<file path="config.mk">
export PLATFORM = sky130hd
export DESIGN_NAME = axi4_burst_exerciser
export DESIGN_NICKNAME = d
export VERILOG_FILES = /design/src/rtl/axi4_pkg.sv /design/src/rtl/burst_pattern_gen.sv /design/src/rtl/axi4_burst_exerciser.sv
export SDC_FILE = /design/constraint.sdc
export NUM_CORES = 1
export LEC_CHECK = 0
export CORE_MARGIN = 5
export CORE_UTILIZATION = 35
export CTS_CLUSTER_SIZE = 10
export DETAILED_ROUTE_END_ITERATION = 8
export PLACE_DENSITY = 0.76
export SLEW_MARGIN = 10
export SYNTH_ARGS = -nofsm -noshare
export SYNTH_HDL_FRONTEND = slang
export SYNTH_HIERARCHICAL = 1
export SYNTH_SLANG_ARGS = --single-unit
</file>
<file path="constraint.sdc">
create_clock -name M_AXI_ACLK -period 3.2 [get_ports M_AXI_ACLK]
set_input_delay 0.64 -clock M_AXI_ACLK [delete_from_list [all_inputs] [get_ports M_AXI_ACLK]]
set_output_delay 0.64 -clock M_AXI_ACLK [all_outputs]
set_load 0.02 [all_outputs]
</file>
<file path="src/rtl/axi4_pkg.sv">
// Shared AXI4 encodings, a constant log2 helper and the exerciser state type.
package axi4_pkg;

  localparam logic [1:0] RESP_OKAY   = 2'b00;
  localparam logic [1:0] RESP_EXOKAY = 2'b01;
  localparam logic [1:0] BURST_INCR  = 2'b01;
  localparam logic [1:0] BURST_WRAP  = 2'b10;

  // Ceiling log2, usable in constant expressions.
  function automatic int unsigned clog2(input int unsigned v);
    int unsigned r;
    int unsigned x;
    r = 0;
    x = 1;
    while (x < v) begin
      x = x << 1;
      r = r + 1;
    end
    return r;
  endfunction

  typedef enum logic [2:0] {
    ST_IDLE,
    ST_WR_ADDR,
    ST_WR_DATA,
    ST_WR_RESP,
    ST_RD_ADDR,
    ST_RD_DATA,
    ST_DONE
  } exerciser_state_t;

endpackage

</file>
<file path="src/rtl/burst_pattern_gen.sv">
// Run-wide beat counter producing the counting data pattern (beat k -> k+1).
// Shared by the write driver and the read checker.
module burst_pattern_gen #(
  parameter int DATA_WIDTH = 32
) (
  input  logic                  clk,
  input  logic                  rst_n,
  input  logic                  clear,
  input  logic                  advance,
  output logic [DATA_WIDTH-1:0] data
);

  logic [16:0] run_beat;

  // Run beat counter: restarts at each phase, steps once per data handshake.
  always_ff @(posedge clk or negedge rst_n) begin
    if (!rst_n) begin
      run_beat <= '0;
    end else if (clear) begin
      run_beat <= '0;
    end else if (advance) begin
      run_beat <= run_beat + 17'd1;
    end
  end

  assign data = DATA_WIDTH'(run_beat) + DATA_WIDTH'(1);

endmodule

</file>
<file path="src/rtl/axi4_burst_exerciser.sv">
// AXI4 master traffic generator/checker: writes NUM_BURSTS INCR bursts of a
// counting pattern, reads them back and flags any response/data/LAST error.
module axi4_burst_exerciser
  import axi4_pkg::*;
#(
  parameter logic [31:0] C_M_TARGET_SLAVE_BASE_ADDR = 32'h4000_0000,
  parameter int          C_M_AXI_ADDR_WIDTH         = 32,
  parameter int          C_M_AXI_DATA_WIDTH         = 32,
  parameter int          C_M_AXI_ID_WIDTH           = 1,
  parameter int          C_M_AXI_BURST_LEN          = 16,
  parameter int          C_NUM_BURSTS               = 4,
  parameter int          C_TIMEOUT_CYCLES           = 1024
) (
  input  logic                            M_AXI_ACLK,
  input  logic                            M_AXI_ARESETN,
  input  logic                            INIT_AXI_TXN,
  output logic                            TXN_DONE,
  output logic                            ERROR,
  output logic [C_M_AXI_ID_WIDTH-1:0]     M_AXI_AWID,
  output logic [C_M_AXI_ADDR_WIDTH-1:0]   M_AXI_AWADDR,
  output logic [7:0]                      M_AXI_AWLEN,
  output logic [2:0]                      M_AXI_AWSIZE,
  output logic [1:0]                      M_AXI_AWBURST,
  output logic                            M_AXI_AWLOCK,
  output logic [3:0]                      M_AXI_AWCACHE,
  output logic [2:0]                      M_AXI_AWPROT,
  output logic [3:0]                      M_AXI_AWQOS,
  output logic                            M_AXI_AWVALID,
  input  logic                            M_AXI_AWREADY,
  output logic [C_M_AXI_DATA_WIDTH-1:0]   M_AXI_WDATA,
  output logic [C_M_AXI_DATA_WIDTH/8-1:0] M_AXI_WSTRB,
  output logic                            M_AXI_WLAST,
  output logic                            M_AXI_WVALID,
  input  logic                            M_AXI_WREADY,
  input  logic [C_M_AXI_ID_WIDTH-1:0]     M_AXI_BID,
  input  logic [1:0]                      M_AXI_BRESP,
  input  logic                            M_AXI_BVALID,
  output logic                            M_AXI_BREADY,
  output logic [C_M_AXI_ID_WIDTH-1:0]     M_AXI_ARID,
  output logic [C_M_AXI_ADDR_WIDTH-1:0]   M_AXI_ARADDR,
  output logic [7:0]                      M_AXI_ARLEN,
  output logic [2:0]                      M_AXI_ARSIZE,
  output logic [1:0]                      M_AXI_ARBURST,
  output logic                            M_AXI_ARVALID,
  input  logic                            M_AXI_ARREADY,
  input  logic [C_M_AXI_ID_WIDTH-1:0]     M_AXI_RID,
  input  logic [C_M_AXI_DATA_WIDTH-1:0]   M_AXI_RDATA,
  input  logic [1:0]                      M_AXI_RRESP,
  input  logic                            M_AXI_RLAST,
  input  logic                            M_AXI_RVALID,
  output logic                            M_AXI_RREADY
);

  localparam int AW          = C_M_AXI_ADDR_WIDTH;
  localparam int BURST_BYTES = C_M_AXI_BURST_LEN * (C_M_AXI_DATA_WIDTH / 8);
  localparam int TO_W        = int'(clog2(C_TIMEOUT_CYCLES)) + 1;

  localparam logic [8:0]      LAST_BEAT  = 9'(C_M_AXI_BURST_LEN - 1);
  localparam logic [8:0]      LAST_BURST = 9'(C_NUM_BURSTS - 1);
  localparam logic [TO_W-1:0] TO_LIMIT   = TO_W'(C_TIMEOUT_CYCLES - 1);
  localparam logic [AW-1:0]   BASE       = AW'(C_M_TARGET_SLAVE_BASE_ADDR);

  exerciser_state_t state_q, state_d;

  logic                          init_q;
  logic [8:0]                    burst_cnt;
  logic [8:0]                    beat_cnt;
  logic [TO_W-1:0]               to_cnt;
  logic                          error_q;
  logic                          done_q;
  logic [C_M_AXI_DATA_WIDTH-1:0] pat_data;

  logic start, active, timeout, any_hs;
  logic aw_hs, w_hs, b_hs, ar_hs, r_hs;
  logic beat_last, burst_last, r_end, r_bad, phase_change;
  logic unused_ids;

  assign unused_ids = &{1'b0, M_AXI_BID, M_AXI_RID};

  assign aw_hs  = M_AXI_AWVALID & M_AXI_AWREADY;
  assign w_hs   = M_AXI_WVALID  & M_AXI_WREADY;
  assign b_hs   = M_AXI_BVALID  & M_AXI_BREADY;
  assign ar_hs  = M_AXI_ARVALID & M_AXI_ARREADY;
  assign r_hs   = M_AXI_RVALID  & M_AXI_RREADY;
  assign any_hs = aw_hs | w_hs | b_hs | ar_hs | r_hs;

  assign active     = (state_q != ST_IDLE) && (state_q != ST_DONE);
  assign start      = INIT_AXI_TXN & ~init_q & ~active;
  assign beat_last  = (beat_cnt == LAST_BEAT);
  assign burst_last = (burst_cnt == LAST_BURST);
  assign r_end      = beat_last | M_AXI_RLAST;
  assign r_bad      = (M_AXI_RRESP != RESP_OKAY) | (M_AXI_RDATA != pat_data) |
                      (M_AXI_RLAST != beat_last);
  // A handshake landing on the final timeout cycle still counts as progress.
  assign timeout      = active & ~any_hs & (to_cnt == TO_LIMIT);
  assign phase_change = b_hs & burst_last;

  // Address and data channel drive; VALIDs are pure state decodes so they
  // drop the instant the asynchronous reset forces IDLE.
  assign M_AXI_AWID    = '0;
  assign M_AXI_AWADDR  = BASE + AW'(burst_cnt) * AW'(BURST_BYTES);
  assign M_AXI_AWLEN   = 8'(C_M_AXI_BURST_LEN - 1);
  assign M_AXI_AWSIZE  = 3'(clog2(C_M_AXI_DATA_WIDTH / 8));
  assign M_AXI_AWBURST = BURST_INCR;
  assign M_AXI_AWLOCK  = 1'b0;
  assign M_AXI_AWCACHE = 4'b0011;
  assign M_AXI_AWPROT  = '0;
  assign M_AXI_AWQOS   = '0;
  assign M_AXI_AWVALID = (state_q == ST_WR_ADDR);
  assign M_AXI_WDATA   = pat_data;
  assign M_AXI_WSTRB   = '1;
  assign M_AXI_WLAST   = beat_last;
  assign M_AXI_WVALID  = (state_q == ST_WR_DATA);
  assign M_AXI_BREADY  = (state_q == ST_WR_RESP);
  assign M_AXI_ARID    = '0;
  assign M_AXI_ARADDR  = M_AXI_AWADDR;
  assign M_AXI_ARLEN   = M_AXI_AWLEN;
  assign M_AXI_ARSIZE  = M_AXI_AWSIZE;
  assign M_AXI_ARBURST = BURST_INCR;
  assign M_AXI_ARVALID = (state_q == ST_RD_ADDR);
  assign M_AXI_RREADY  = (state_q == ST_RD_DATA);
  assign TXN_DONE      = done_q;
  assign ERROR         = error_q;

  burst_pattern_gen #(
    .DATA_WIDTH(C_M_AXI_DATA_WIDTH)
  ) u_pattern (
    .clk     (M_AXI_ACLK),
    .rst_n   (M_AXI_ARESETN),
    .clear   (start | phase_change),
    .advance (w_hs | r_hs),
    .data    (pat_data)
  );

  // State register.
  always_ff @(posedge M_AXI_ACLK or negedge M_AXI_ARESETN) begin
    if (!M_AXI_ARESETN) state_q <= ST_IDLE;
    else                state_q <= state_d;
  end

  // Next-state logic; timeout overrides any pending transition.
  always_comb begin
    state_d = state_q;
    case (state_q)
      ST_IDLE:    if (start) state_d = ST_WR_ADDR;
      ST_WR_ADDR: if (aw_hs) state_d = ST_WR_DATA;
      ST_WR_DATA: if (w_hs && beat_last) state_d = ST_WR_RESP;
      ST_WR_RESP: if (b_hs) state_d = burst_last ? ST_RD_ADDR : ST_WR_ADDR;
      ST_RD_ADDR: if (ar_hs) state_d = ST_RD_DATA;
      ST_RD_DATA: if (r_hs && r_end) state_d = burst_last ? ST_DONE : ST_RD_ADDR;
      ST_DONE:    if (start) state_d = ST_WR_ADDR;
      default:    state_d = ST_IDLE;
    endcase
    if (timeout) state_d = ST_DONE;
  end

  // Start-edge detector and completion flag.
  always_ff @(posedge M_AXI_ACLK or negedge M_AXI_ARESETN) begin
    if (!M_AXI_ARESETN) begin
      init_q <= 1'b0;
      done_q <= 1'b0;
    end else begin
      init_q <= INIT_AXI_TXN;
      done_q <= (state_d == ST_DONE);
    end
  end

  // Burst and beat counters; the burst counter rewinds when reads begin.
  always_ff @(posedge M_AXI_ACLK or negedge M_AXI_ARESETN) begin
    if (!M_AXI_ARESETN) begin
      burst_cnt <= '0;
      beat_cnt  <= '0;
    end else if (start) begin
      burst_cnt <= '0;
      beat_cnt  <= '0;
    end else begin
      if (w_hs) beat_cnt <= beat_last ? '0 : beat_cnt + 9'd1;
      else if (r_hs) beat_cnt <= r_end ? '0 : beat_cnt + 9'd1;
      if (b_hs) burst_cnt <= burst_last ? '0 : burst_cnt + 9'd1;
      else if (r_hs && r_end) burst_cnt <= burst_cnt + 9'd1;
    end
  end

  // Idle-progress watchdog: restarts on any handshake or state change.
  always_ff @(posedge M_AXI_ACLK or negedge M_AXI_ARESETN) begin
    if (!M_AXI_ARESETN) to_cnt <= '0;
    else if (!active || any_hs || (state_d != state_q)) to_cnt <= '0;
    else to_cnt <= to_cnt + TO_W'(1);
  end

  // Sticky error: cleared only by a new start.
  always_ff @(posedge M_AXI_ACLK or negedge M_AXI_ARESETN) begin
    if (!M_AXI_ARESETN) error_q <= 1'b0;
    else if (start) error_q <= 1'b0;
    else if (timeout || (b_hs && (M_AXI_BRESP != RESP_OKAY)) || (r_hs && r_bad))
      error_q <= 1'b1;
  end

endmodule

</file>
* After elaboration in Yosys (flattened, before gate mapping)
Cells that the tools add are included.
** Storage, ports and cells
- Register bits after elaboration :: 52
- Bits in latches :: 0
- Bits in writable memories :: 0
- Bits in read-only memories :: 0
- Bits of input ports :: 47
- Output and inout port bits :: 148
- Word-level logic and storage cells :: 93
- Memories kept :: 0
** Cells by class
- Add/subtract/negate cells :: 6
- Multipliers :: 0
- Div/mod/pow operators :: 0
- Magnitude comparators :: 0
- Equal/unequal tests :: 14
- Shift operators :: 0
- Multiplexer cells :: 24
- Bitwise gates (word level) :: 22
- Reduce and logical (&&, ||, !) cells :: 19
** Operators by type and width (number)
- 9-bit two-way mux :: 9
- 17-bit two-way mux :: 2
- 31-bit by 15-bit adder with 32-bit output, first input constant :: 1
- 32-bit != test :: 1
- 3-bit two-way mux :: 8
- 17-bit by 1-bit adder with 18-bit output, second input constant :: 1
- 9-bit by 1-bit adder with 9-bit output, second input constant :: 2
- 3-bit one-hot mux with 6 select lines :: 1
- 17-bit by 1-bit adder with 17-bit output, second input constant :: 1
- 3-bit equality test, second input constant :: 4
- 11-bit by 1-bit adder with 11-bit output, second input constant :: 1
- 11-bit by 10-bit equality test with 1-bit output, second input constant :: 1
- 11-bit two-way mux :: 1
- 1-bit AND :: 10
- 9-bit by 2-bit equality test with 1-bit output, second input constant :: 1
- 9-bit by 4-bit equality test with 1-bit output, second input constant :: 1
- 1-bit bitwise OR :: 9
- 3-bit nonzero test :: 3
- 2-bit nonzero test :: 4
- 3-bit by 2-bit equality test with 1-bit output, second input constant :: 2
- 1-bit logical AND :: 5
- 1-bit logical OR :: 4
- 3-bit by 1-bit equality test with 1-bit output, second input constant :: 1
- 3-bit zero test :: 1
- other kinds (8) :: 11

* Logic depth before layout (Yosys ltp)
Gate-level depths: netlist of the first run.
- Word-level depth :: 13
- Mapped depth :: 12
- Depth with buffers taken out :: 10

* By module
Netlist of the first run, hierarchy kept.
** By module, submodules not included
- axi4_burst_exerciser :: instances 1, cells each 359, area an instance 3108.0 um^2, sequential area each 875.8 um^2
- burst_pattern_gen :: instances 1, cells each 142, area an instance 1244.9 um^2, sequential area each 425.4 um^2

* Worst setup path before layout of the first run
Ideal clock, no wire load.
- Path kind :: register to register
- Start point :: reg burst_cnt[0]
- End point :: reg u_pattern.run_beat[10]
- Setup time :: 0.132 ns
- Arrival time :: 2.505 ns
- Data required time :: 3.068 ns
- Slack :: 0.563 ns
- Cell stages (with the launch flop) :: 9
- Buffers on the path :: 3
- Period minus slack after synthesis :: 2.637 ns
- Path through :: dfrtp_1 -> ha_1 -> or4b_1 -> nor3_4 -> or2_2 -> clkbuf_1 -> clkbuf_1 -> buf_1 -> nor2_1
** Between the ends
- Cells in the longest elaborated chain, start to end :: 4
- Elaborated cells on any way between the ends :: 5
- Those cells by class :: eq/ne (1); mux (1); bitwise (2); reduce/logical (1)
** RTL lines
- start: declaration :: RTL line axi4_burst_exerciser.sv:66 : logic [8:0] burst_cnt;
- start signal: assignment :: RTL line axi4_burst_exerciser.sv:179 : if (b_hs) burst_cnt <= burst_last ? '0 : burst_cnt + 9'd1;
- start signal: assignment :: RTL line axi4_burst_exerciser.sv:180 : else if (r_hs && r_end) burst_cnt <= burst_cnt + 9'd1;
- 9-bit by 2-bit equality test with 1-bit output * :: RTL line axi4_burst_exerciser.sv:90 : assign burst_last = (burst_cnt == LAST_BURST);
- 1-bit AND * :: RTL line axi4_burst_exerciser.sv:96 : assign phase_change = b_hs & burst_last;
- 1-bit bitwise OR * :: RTL line axi4_burst_exerciser.sv:130 : .clear (start | phase_change),
- 17-bit two-way mux / 2-bit nonzero test (equally long branches)
- end signal: assignment :: RTL line burst_pattern_gen.sv:22 : run_beat <= run_beat + 17'd1;
- end: declaration :: RTL line burst_pattern_gen.sv:13 : logic [16:0] run_beat;
Mark *: on every way between the ends. The rest lies on a longest branch, timed or not.
A chain may end at the register's enable or synchronous reset.

* Worst setup path in the final report of the first run
- Start point :: reg u_pattern.run_beat[2]
- End point :: out M_AXI_WDATA[15]
** Between the ends
- Cells in the longest elaborated chain, start to end :: 1
** RTL lines
- 17-bit by 1-bit adder with 18-bit output :: RTL line burst_pattern_gen.sv:26 : assign data = DATA_WIDTH'(run_beat) + DATA_WIDTH'(1);
- end: declaration :: RTL line axi4_burst_exerciser.sv:30 : output logic [C_M_AXI_DATA_WIDTH-1:0] M_AXI_WDATA,
No other way between the ends.

==> results_dict.tcl, run 1 <==
set metrics [dict create \
    status "finished, final reports clean" \
    setup_ws_ns 0.151 \
    fin_area_um2 5090 \
    grt_pass1_wl_mm 15.7 \
    setup_viol 0 \
    leakage_uw 0.00229 \
    yosys-top-cells-count "buf_4, dfrtp_1, nor2_1" \
    wl_per_cell_um 13.9 \
    worstSetupPathType "flip-flop to output pin" \
    crit_buf_inv 1 \
    synthSimpleGateAreaFrac_pct 22.5 \
    swShare_pct 38.4 \
    drc 0 \
    yosysSeqAreaShare_pct 29.9 \
    placed_area_um2 4920 \
    port_buffers 88 \
    finalWirelength_mm 10.3 \
    clkSlewWorstSetupHoldPaths_ns 0.07 \
    skew_ns 0.00859 \
    regArea_um2 1300 \
    synth.avg_cell_area_um2 8.69 \
    htree_levels 2 \
    p_seq_share_pct 35.7 \
    startpoint_type "flip-flop" \
    critical_path.startpoint "u_pattern/run_beat[2]$_DFFE_PN0P_" \
    syn_area_um2 4350 \
    synth_top_area_share_pct 29.9 \
    max_freq_mhz 328 \
    final_util_pct 42.1 \
    clk_latency_ns 0.29 \
    antenna_cells 0 \
    synth_ff_type "dfrtp_1" \
    synth_adder_area_share_pct 1.44 \
    crit_chain "and4_1 > and2_4 > nand3_1 > xnor2_1 > clkdlybuf4s50_1" \
    p_int_uw 1490 \
    cap_violations 0 \
    die_x_um 122 \
    cts_made_buffers 5 \
    cpLargestDelayFamily "simple AND/OR/NAND/NOR gates" \
    worst_pin_slew_ns 0.702 \
    power_density_nw_per_um2 475 \
    place_ws_ns 0.183 \
    yosysWarnings 6 \
    synth.distinct_cells 66 \
    vdd_drop_max_v 0.000338 \
    finalHoldViolations 0 \
    syn_to_final_growth_pct 17.0 \
    cts_hold_repair.buffers 0 \
    ys_async_sr_fraction_pct 100 \
    cts_tree "done" \
    power.clock.fraction_pct 25.1 \
    multi_input_area_um2 2460 \
    die_area_um2 14800 \
    cp_slowest_cell "clkdlybuf4s50_1" \
    cts_sinks 52 \
    holdCritPathClass "primary input to asynchronous set/reset pin" \
    slowest_delay_ns 0.67 \
    grt_setup_unrepaired "no" \
    synth_most_common_cell "buf_4" \
    fill_cells 1203 \
    critPathCaptureType "output pin" \
    finalSetupTns_ns 0 \
    root_buffer "clkbuf_16" \
    gp_congestion 0.817 \
    firstDrtPassIters 4 \
    vias 3378 \
    syn_inst 501 \
    worstPathRequired_ns 2.56 \
    io_pins 195 \
    drive_gt1_share_pct 6.27 \
    fin_crit_sh_pct 95.3 \
    postCtsSetupBuffers 0 \
    placementRows 40 \
    initialDrtViolationCount 156 \
    grt-ovfl-total 0 \
    dp_hpwl_mm 8.32 \
    min_period_ns 3.05 \
    fin_nets 625 \
    placeableCoreArea_um2 12100 \
    synth_edf_count 0 \
    dieHeight_um 122 \
    r2r-start "beat_cnt[5]$_DFFE_PN0P_" \
    synth_compound_area_share_pct 8.11 \
    ctsResizeCount 3 \
    synth_top_area_cell "dfrtp_1" \
    grt_util_all_layers_pct 13.0 \
    synthMuxAreaShare_pct 0.834 \
    synth_top_family_by_area "simple AND/OR/NAND/NOR gates" \
    ys_ff_latch 52 \
    pwr-share-comb_pct 39.2 \
    antenna_found_initial 0 \
    clockBufferDepth 2 \
    ant_nets 0 \
    grt_max_degree 21 \
    grt_pass1_vias 3113 \
    critPathArrivalTime_ns 2.41 \
    critPathMaxFanout 7 \
    via_per_inst 4.55 \
    synth_xor_area_share_pct 14.5 \
    initial_core_util_pct 35.9 \
    relSlewSlack_pct 52.8 \
    netlist_top_cells_area "dfrtp_1, buf_4, xnor2_1, xor2_1, nor2_1" \
    final_max_slew_viol_count 0 \
    p_sw_uw 930 \
]
-- power groups by stage --
stage / clock, µW / sequential [µW] / combinational [µW]
finish: 607 / 864 / 948
global route: 649 / 886 / 1030
CTS: 625 / 863 / 948
detailed placement: 0 / 877 / 944
global placement: 0 / 871 / 936
floorplan: 0 / 834 / 773
-- layer usage --
layer	part of all wire [%]	vias to the layer above	GRT usage, %
met2	50	142	22.6
met1	40	1577	16.7
met3	9.7	7	2.94
met4	0.62	0	2.73
li1	-	1652	-
met5	0	-	0
-- logic make-up (layout without fill, tap and decap cells) --
family / count (synthesis) / in the layout
AND/OR/NAND/NOR: 176 / 176
flip-flops: 52 / 52
AO/OA/AOI/OAI: 52 / 52
XOR/XNOR: 72 / 72
adder cells (fa/ha/maj): 5 / 5
buffers and inverters: 138 / 110
multiplexers: 3 / 3
other: 3 / 104
-- through the flow --
stage               power, µW  hold WS, ns  std cells
floorplan                1610        0.344        602
global placement         1810        0.474        734
detailed placement       1820        0.497        734
CTS                      2440        0.307        742
global route             2560        0.326        742
finish                   2420        0.301        742
-- layout by cell type, fill, tap and decap left out, types with 6 or more instances in the layout --
| cell | netlist | layout |
|---|---|---|
| nand4_1 | 17 | 17 |
| o21ai_0 | 16 | 16 |
| and3_1 | 8 | 8 |
| buf_4 | 114 | 7 |
| xor2_1 | 25 | 25 |
| dfrtp_1 | 52 | 52 |
| nand2_1 | 24 | 24 |
| clkdlybuf4s50_1 | 0 | 83 |
| xnor2_1 | 47 | 46 |
| nor3_1 | 10 | 10 |
| nor2_1 | 50 | 50 |
| nand3_1 | 19 | 19 |
| nor4_1 | 8 | 8 |
| inv_1 | 7 | 7 |
| nor2b_1 | 6 | 6 |
| conb_1 | 3 | 104 |
-- registers in the layout (all words and copies together) (netlist names) --
signal / count
ERROR: 1
TXN_DONE: 1
beat_cnt: 9
burst_cnt: 9
init_q: 1
state_q: 3
to_cnt: 11
u_pattern/run_beat: 17
-- path summary, 6_finish.rpt --
| kind | end | slack [ns] | depth (start not counted) |
|---|---|---|---|
| setup / recovery | M_AXI_WDATA[15] | 0.15 | 5 |
| hold / removal | beat_cnt[6]$_DFFE_PN0P_ | 0.30 | 1 |
| setup reg to reg | ERROR$_DFFE_PN0P_ | 0.25 | 7 |
| hold reg to reg | to_cnt[0]$_DFF_PN0_ | 0.50 | 1 |
| max in group asynchronous | u_pattern/run_beat[2]$_DFFE_PN0P_ | 2.28 | 2 |
| min in group M_AXI_ACLK | to_cnt[0]$_DFF_PN0_ | 0.50 | 1 |
-- cell type report --
type	instances	area share (%)
Sequential cell	52	25.5
Multi-Input combinational cell	412	48.3
Clock buffer	5	2.46
Clock inverter	3	0.835
Inverter	7	0.516
Tap cell	168	4.13
Timing Repair Buffer	95	18.2
Note: power is estimated with default switching activity, not from simulation.
==> run 2, diff against run 1 <==
--- a/config.mk
+++ b/config.mk
@@ -5,6 +5,7 @@
 export SDC_FILE = /design/constraint.sdc
 export NUM_CORES = 1
 export LEC_CHECK = 0
+export ABC_CLOCK_PERIOD_IN_PS = 3400
 export CORE_MARGIN = 5
 export CORE_UTILIZATION = 35
 export CTS_CLUSTER_SIZE = 10
@@ -13,5 +14,4 @@
 export SLEW_MARGIN = 10
 export SYNTH_ARGS = -nofsm -noshare
 export SYNTH_HDL_FRONTEND = slang
-export SYNTH_HIERARCHICAL = 1
 export SYNTH_SLANG_ARGS = --single-unit
==> constraint.sdc (replaced) <==
create_clock -name M_AXI_ACLK -period 3.4 [get_ports M_AXI_ACLK]
set_input_delay 0.68 -clock M_AXI_ACLK [delete_from_list [all_inputs] [get_ports M_AXI_ACLK]]
set_output_delay 0.68 -clock M_AXI_ACLK [all_outputs]
set_load 0.02 [all_outputs]
==> run 2 against run 1 <==
Clock-buffer cell count unchanged. Critical path type unchanged. Critical path depth unchanged. Largest power group unchanged. Cell count increased by 2.3%. Final area decreased by 0.22%. Sequential share of layout area increased by 0.057 points. Die area decreased by 0.29%. Register-to-register slack improved by 0.05 ns. Synthesized area decreased by 0.32%. Clock power decreased by 15%. Global-route usage increased by 0.073 points. Highest routed layer unchanged.
==> results_dict.tcl, run 2 <==
set metrics [dict create \
    final_max_slew_viol_count 0 \
    setup_viol 0 \
    gp_congestion 0.812 \
    holdCritPathClass "primary input to asynchronous set/reset pin" \
    syn_to_final_growth_pct 17.1 \
    vias 3431 \
    initial_core_util_pct 36.0 \
    grt_util_all_layers_pct 13.1 \
    clockBufferDepth 2 \
    synth_most_common_cell "buf_4" \
    cts_sinks 52 \
    clkSlewWorstSetupHoldPaths_ns 0.08 \
    port_buffers 88 \
    top_register "u_pattern.run_beat" \
    io_pins 195 \
    cts_hold_repair.buffers 0 \
    grt-ovfl-total 0 \
    syn_inst 519 \
    worstSetupPathType "flip-flop to output pin" \
    grt_max_degree 34 \
    synth_top_area_cell "dfrtp_1" \
    wl_met2_mm 4.71 \
    synth_top_area_share_pct 30.0 \
    regToRegSetupSlack_ns 0.30 \
    final_cell_mix "conb_1, clkdlybuf4s50_1, nor2_1, dfrtp_1, nand2_1" \
    firstDrtPassIters 4 \
    clk_latency_ns 0.29 \
    synth.distinct_cells 55 \
    yosys-top-cells-count "buf_4, nor2_1, dfrtp_1" \
    synth_ff_type "dfrtp_1" \
    relSlewSlack_pct 48.2 \
    leakage_uw 0.00219 \
    placementRows 40 \
    highest_layer "met4" \
    finalHoldViolations 0 \
    finalWirelength_mm 10.0 \
    cts_tree "done" \
    root_buffer "clkbuf_16" \
    ys_async_sr_fraction_pct 100 \
    vdd_drop_max_v 0.000282 \
    dp_cells 751 \
    ys_ff_latch 52 \
    htree_levels 2 \
    fill_cells 1211 \
    synth.avg_cell_area_um2 8.36 \
    syn_area_um2 4340 \
    via_per_inst 4.52 \
    startpoint_type "flip-flop" \
    cap_violations 0 \
    yosysWarnings 0 \
    wl_per_cell_um 13.2 \
    grt_pass1_vias 3239 \
    yosysSeqAreaShare_pct 30.0 \
    stdcell_count 759 \
    netlist_top_cells_area "dfrtp_1, buf_4, xor2_1, nor2_1, xnor2_1" \
    die_area_um2 14700 \
    drive_gt1_share_pct 5.92 \
    met1_length_mm 4.36 \
    final_util_pct 42.1 \
    antenna_found_initial 0 \
    grt_pass1_wl_mm 15.9 \
    grt_setup_unrepaired "no" \
    dp_hpwl_mm 7.91 \
    fin_nets 642 \
    critPathCaptureType "output pin" \
    min_period_ns 3.26 \
    met3_length_um 838 \
    max_freq_mhz 307 \
    worstPathRequired_ns 2.72 \
    power_density_nw_per_um2 451 \
    worst_pin_slew_ns 0.778 \
    fin_crit_sh_pct 95.9 \
    skew_ns 0.00879 \
    critPathArrivalTime_ns 2.58 \
    antenna_cells 0 \
    status "finished, final reports clean" \
    initialDrtViolationCount 155 \
    die_x_um 121 \
    reg.largest.list "u_pattern.run_beat: 17 flops, to_cnt: 11 flops" \
    largest_reg_flops 17 \
    placeableCoreArea_um2 12100 \
    ant_nets 0 \
    finalSetupTns_ns 0 \
    dieHeight_um 121 \
    critPathMaxFanout 8 \
    cts_made_buffers 5 \
    synth_edf_count 0 \
    drc 0 \
    final_common_cell "conb_1" \
]
[run 2: final timing paths]
path / from / end / depth (start not counted)
max in group asynchronous: M_AXI_ARESETN / u_pattern.run_beat[3]$_DFFE_PN0P_ / 2
min reg2reg: to_cnt[0]$_DFF_PN0_ / to_cnt[0]$_DFF_PN0_ / 1
max reg2reg: beat_cnt[4]$_DFFE_PN0P_ / ERROR$_DFFE_PN0P_ / 10
min: M_AXI_ARESETN / to_cnt[8]$_DFF_PN0_ / 1
min in group M_AXI_ACLK: to_cnt[0]$_DFF_PN0_ / to_cnt[0]$_DFF_PN0_ / 1
max: u_pattern.run_beat[0]$_DFFE_PN0P_ / M_AXI_WDATA[8] / 5
[run 2: layout make-up]
type	count	area, µm²	area share [%]
inverter	11	41.3	0.812
tap	168	210	4.14
sequential	52	1300	25.6
clock inverter	3	25.0	0.492
clock buffer	5	125	2.46
multi-input combinational	427	2470	48.5
timing repair buffer	93	913	18.0
[run 2: power by group]
part	leakage, µW	internal [µW]	switching, µW
Sequential	0.000715	689	130
Clock	0.0000708	279	239
Combinational	0.00141	382	572
Total	0.00219	1350	941
[run 2: per-stage QoR]
step | hold WS (ns) | area [µm²] | worst slack [ns] | total power (µW)
2_1_floorplan | 0.384 | 4720 | 0.362 | 1550
3_3_place_gp | 0.478 | 4910 | 0.181 | 1780
3_5_place_dp | 0.481 | 4910 | 0.135 | 1780
4_1_cts | 0.489 | 5070 | 0.0867 | 2320
5_1_grt | 0.502 | 5080 | 0.0132 | 2440
6_report | 0.466 | 5080 | 0.140 | 2290
[run 2: what timing repair did]
item | in CTS | in global routing
buffers inserted | 0 | 0
resized for setup | 2 | 3
setup endpoints to repair | 2 | 2
pin swaps | 0 | 0
[run 2: worst max-delay path: stages (launching register included)]
cell and delay (ns):
dfrtp_1 0.52, ha_2 0.33, nand3_1 0.24, nor3_2 0.23, xor2_1 0.29, clkdlybuf4s50_1 0.67
[run 2: logic make-up (layout without fill, tap and decap cells)]
family	count (synthesis)	after routing	share of synthesized area [%]
simple gates	187	187	23.5
buf+inv	142	112	22.5
compound gates	68	68	9.52
xor+xnor	60	60	12.1
flops	52	52	30.0
fa+ha+maj	5	5	1.44
mux	3	3	0.721
other cells	2	104	0.173
[run 2: layer usage]
| layer | GRT usage (%) | vias to the layer above |
|---|---|---|
| li1 | - | 1684 |
| met1 | 17.7 | 1601 |
| met2 | 21.7 | 133 |
| met3 | 2.84 | 13 |
| met4 | 2.59 | 0 |
| met5 | 0 | - |
